`src/rtl/xbar_port_arbiter.sv`:
```
// Packet-locking round-robin arbiter for one crossbar output port.
// Optional stall-timeout release is enabled with `define XBAR_ARB_TIMEOUT_EN.
module xbar_port_arbiter #(
  parameter int NUM_REQ = 4,
  parameter int TIMEOUT = 16
) (
  input  logic               clk,
  input  logic               rst,
  input  logic [NUM_REQ-1:0] in_valid,
  input  logic [NUM_REQ-1:0] in_last,
  output logic [NUM_REQ-1:0] in_ready,
  output logic               out_valid,
  output logic               out_last,
  input  logic               out_ready,
  output logic [NUM_REQ-1:0] grant,
  output logic               busy,
  output logic               timeout_err
);

  typedef enum logic [0:0] {IDLE = 1'b0, LOCKED = 1'b1} state_t;

  localparam logic [NUM_REQ-1:0] ONE = NUM_REQ'(1);
  localparam logic [NUM_REQ-1:0] TOP = ONE << (NUM_REQ - 1);

  state_t             state_r, state_n;
  logic [NUM_REQ-1:0] grant_r, grant_n;
  logic [NUM_REQ-1:0] last_grant_r, last_grant_n;
  logic               busy_r;
  logic [NUM_REQ-1:0] pmask_s, masked_s, winner_s;
  logic               xfer_s, rel_s, fire_s, release_s;

  function automatic logic [NUM_REQ-1:0] lowest_bit(input logic [NUM_REQ-1:0] v);
    return v & (~v + ONE);
  endfunction

  // Last winner gets lowest priority: only bits strictly above it are favoured
  assign pmask_s   = ~(last_grant_r | (last_grant_r - ONE));
  assign masked_s  = in_valid & pmask_s;
  assign winner_s  = (masked_s != {NUM_REQ{1'b0}}) ? lowest_bit(masked_s) : lowest_bit(in_valid);

  assign in_ready  = grant_r & {NUM_REQ{out_ready}};
  assign out_valid = |(in_valid & grant_r);
  assign out_last  = |(in_last & grant_r);
  assign xfer_s    = out_valid & out_ready;
  assign rel_s     = xfer_s & out_last;
  assign release_s = rel_s | fire_s;

  assign grant     = grant_r;
  assign busy      = busy_r;

`ifdef XBAR_ARB_TIMEOUT_EN
  localparam int CW = $clog2(TIMEOUT + 1);
  logic [CW-1:0] cnt_r;
  logic          timeout_err_r;

  assign fire_s      = (state_r == LOCKED) && !xfer_s && (cnt_r == CW'(TIMEOUT));
  assign timeout_err = timeout_err_r;

  // Stall counter and one-cycle timeout pulse
  always_ff @(posedge clk) begin
    if (rst) begin
      cnt_r         <= {CW{1'b0}};
      timeout_err_r <= 1'b0;
    end else begin
      timeout_err_r <= fire_s;
      if ((state_r != LOCKED) || xfer_s || fire_s) begin
        cnt_r <= {CW{1'b0}};
      end else begin
        cnt_r <= cnt_r + CW'(1);
      end
    end
  end
`else
  assign fire_s      = 1'b0;
  assign timeout_err = 1'b0;
`endif

  // Next-state and next-grant decode
  always_comb begin
    state_n      = state_r;
    grant_n      = grant_r;
    last_grant_n = last_grant_r;
    case (state_r)
      IDLE: begin
        if (in_valid != {NUM_REQ{1'b0}}) begin
          grant_n      = winner_s;
          last_grant_n = winner_s;
          state_n      = LOCKED;
        end else begin
          grant_n = {NUM_REQ{1'b0}};
        end
      end
      LOCKED: begin
        if (release_s && (in_valid != {NUM_REQ{1'b0}})) begin
          grant_n      = winner_s;
          last_grant_n = winner_s;
        end else if (release_s) begin
          grant_n = {NUM_REQ{1'b0}};
          state_n = IDLE;
        end else begin
          grant_n = grant_r;
        end
      end
      default: begin
        grant_n = {NUM_REQ{1'b0}};
        state_n = IDLE;
      end
    endcase
  end

  // State, grant, pointer and busy registers
  always_ff @(posedge clk) begin
    if (rst) begin
      state_r      <= IDLE;
      grant_r      <= {NUM_REQ{1'b0}};
      last_grant_r <= TOP;
      busy_r       <= 1'b0;
    end else begin
      state_r      <= state_n;
      grant_r      <= grant_n;
      last_grant_r <= last_grant_n;
      busy_r       <= (state_n == LOCKED);
    end
  end

endmodule

```
`config.mk`:
```
export PLATFORM = sky130hd
export DESIGN_NAME = xbar_port_arbiter
export DESIGN_NICKNAME = d
export VERILOG_FILES = /design/src/rtl/xbar_port_arbiter.sv
export SDC_FILE = /design/constraint.sdc
export NUM_CORES = 1
export LEC_CHECK = 0
export CORE_AREA = 8 8 45 47
export CTS_BUF_LIST = sky130_fd_sc_hd__clkbuf_8 sky130_fd_sc_hd__clkbuf_16
export DETAILED_ROUTE_END_ITERATION = 16
export DIE_AREA = 0 0 53 55
export MAX_ROUTING_LAYER = met4
export PLACE_DENSITY = 0.84
export SLEW_MARGIN = 5
export SYNTH_ARGS = -nofsm -noshare
export SYNTH_HDL_FRONTEND = slang
export SYNTH_SLANG_ARGS = --single-unit
export TNS_END_PERCENT = 5
```
`constraint.sdc`:
```
create_clock -name clk -period 2 [get_ports clk]
set_input_delay 0.2 -clock clk [delete_from_list [all_inputs] [get_ports clk]]
set_output_delay 0.2 -clock clk [all_outputs]
set_load 0.01 [all_outputs]
```
==> run summary <==
Status -> finished clean
Core ar. -> 1380 sq um
Combined area of the multi-input logic cells -> 333 sq um
Die height -> 55 um
Setup TNS -> 0 ps
Via density -> 5.88
Final Non-Filler Cells -> 109
RSZ-0062 raised after global routing -> no
Worst Setup End Kind -> output port
Min cycle time layout -> 1850 ps
Routed via count -> 641
Clk_lat worst skew -> 220 ps
Crit path DAT -> 1650 ps
Area Overhead vs Synth -> 47.7%
PwrDens -> 625 nW/um^2
TritonCTS Buffers -> 3
# placed instances -> 105
DRC viols -> 0
Share of layout cells above drive strength 1 -> 8.60%
Post-Syn Area -> 569 sq um
Hold Buf Count CTS -> 0
Starting Density -> 41.1%
Most frequent cells in the layout -> clkdlybuf4s50_1, inv_1, dfxtp_1
Crit path max fanout -> 7
Post-DP Area -> 796 sq um
Commonest non-fill, non-tap cell in the layout -> clkdlybuf4s50_1
Post-synth net total -> 79
Vias in the first global route -> 607
TritonCTS Sinks -> 9
Final period util -> 92.5%
I/O Buffers -> 21
Pin count of the biggest net entering global routing -> 8
Synth cell types -> 26
Post-synthesis sequential area ratio -> 31.6%
Worst Setup Start Kind -> input port
# setup viols final -> 0
Post-Syn Area per Cell -> 8.37 sq um
Die area -> 2920 sq um
NumNets Final -> 105
Total global routing overflow -> 0
Die X -> 53 um
Slew of the pin with the lowest slew margin -> 584 ps
1st-iter DRT viols -> 17
EDFF count, synth -> 0
DPL Wire Length -> 1370 um
First-pass GRT wire length -> 2560 um
Final Cell Area -> 841 sq um
Hold slack final -> 523 ps
I/O pin count -> 23
Synthesized netlist cell count -> 68
GP Congestion -> 0.914
Asr flop ratio synth -> 0%
Util after Layout -> 60.8%
Final Hold Viols -> 0
GRT Overall Usage -> 12.1%
Maximum clock insertion buffer count -> 2
Max Freq -> 0.541 GHz
Yosys warns -> 0
Slew Limit Fails -> 0
Top FF cell, synth -> dfxtp_1
CTS Root Cell -> clkbuf_8
Crit path kind -> in2out
DRT Pass-1 Iters -> 4
Clock transition at path regs -> 40 ps
Cell Rows -> 14
CTS H-tree lvls -> 1
Diode count -> 0
Slew margin rel. -> 60.5%
Skew final -> 1.41 ps
Register area -> 180 sq um
Initial antenna violation count -> 0
Antenna viol nets, final -> 0
Routed length per placed instance -> 15.3 um
Leak -> 0.000321 uW
Worst EP required -> 1800 ps
Worst hold-check path type -> reg2reg
Final WL -> 1660 um
Max Cap Viol -> 0
Peak supply drop -> 0.000412 V
Post CTS Setup Buffer Count -> 0
CTS tree -> done
Fill count -> 132
Synthesized flop and latch total -> 9
Post-cts sizing count -> 0
-- cells in the mapped netlist, types with 2 or more instances --
| library cell | count | area share [%] |
|---|---|---|
| dfxtp_1 | 9 | 32 |
| mux2i_1 | 2 | 3.5 |
| a21oi_1 | 3 | 2.6 |
| nand2_1 | 5 | 3.3 |
| a21o_1 | 2 | 2.6 |
| inv_1 | 10 | 6.6 |
| o211ai_1 | 2 | 2.6 |
| nor2b_1 | 4 | 4.4 |
| nor2_1 | 4 | 2.6 |
| o32ai_1 | 7 | 11 |
| a22oi_1 | 4 | 5.3 |
| nand3_1 | 2 | 1.8 |
-- cell type report --
class                           instances  share of cell area [%]
Timing Repair Buffer                   23                    26.8
Sequential cell                         9                    21.4
Inverter                               10                    4.46
Clock buffer                            3                    4.91
Multi-Input combinational cell         47                    39.6
Clock inverter                          1                   0.446
Tap cell                               16                    2.38
-- power by group --
part	leakage, uW	internal [uW]	switching, uW
registers	0.0000738	191	12.6
logic	0.000220	67.2	61.0
clock network	0.0000269	133	61.0
-- final timing paths --
path / startpoint / end / slack (ps) / depth (start not counted)
max: in_valid[1] / out_valid / 150 / 4
min: grant[2]$_SDFFE_PP0P_ / grant[2]$_SDFFE_PP0P_ / 520 / 2
max reg2reg: grant[0]$_SDFFE_PP0P_ / last_grant_r[3]$_SDFFE_PP1P_ / 580 / 4
min reg2reg: grant[2]$_SDFFE_PP0P_ / grant[2]$_SDFFE_PP0P_ / 520 / 2
-- flip-flops by register name, summed over array words and instances (netlist names) --
name,flops
busy,1
grant,4
last_grant_r,4
-- metrics by stage --
| stage | total power [uW] | setup slack [ps] |
|---|---|---|
| floorplan | 270 | 684 |
| global placement | 332 | 134 |
| detailed placement | 333 | 102 |
| CTS | 533 | 152 |
| global route | 555 | 110 |
| finish | 525 | 151 |
-- per-layer routing --
layer,vias up,share of wire [%],track usage (%)
met1,296,41,12.2
met2,31,43,18.6
met3,4,13,4.01
li1,310,-,-
met4,0,2.3,10.8
met5,-,0,-
-- cells by family after synthesis --
| kind of cell | Yosys count | synth area share [%] |
|---|---|---|
| AOI/OAI and AO/OA | 26 | 36.5 |
| buffers and inverters | 12 | 9.89 |
| DFF | 9 | 31.6 |
| muxes | 2 | 3.52 |
| other | 1 | 0.659 |
| and+or+nand+nor | 18 | 17.8 |
-- critical path: stages --
cell and delay, ps:
clkdlybuf4s50_1 640, a22oi_1 150, nand2_1 120, clkdlybuf4s50_1 540
(Power assumes the default switching activity.)
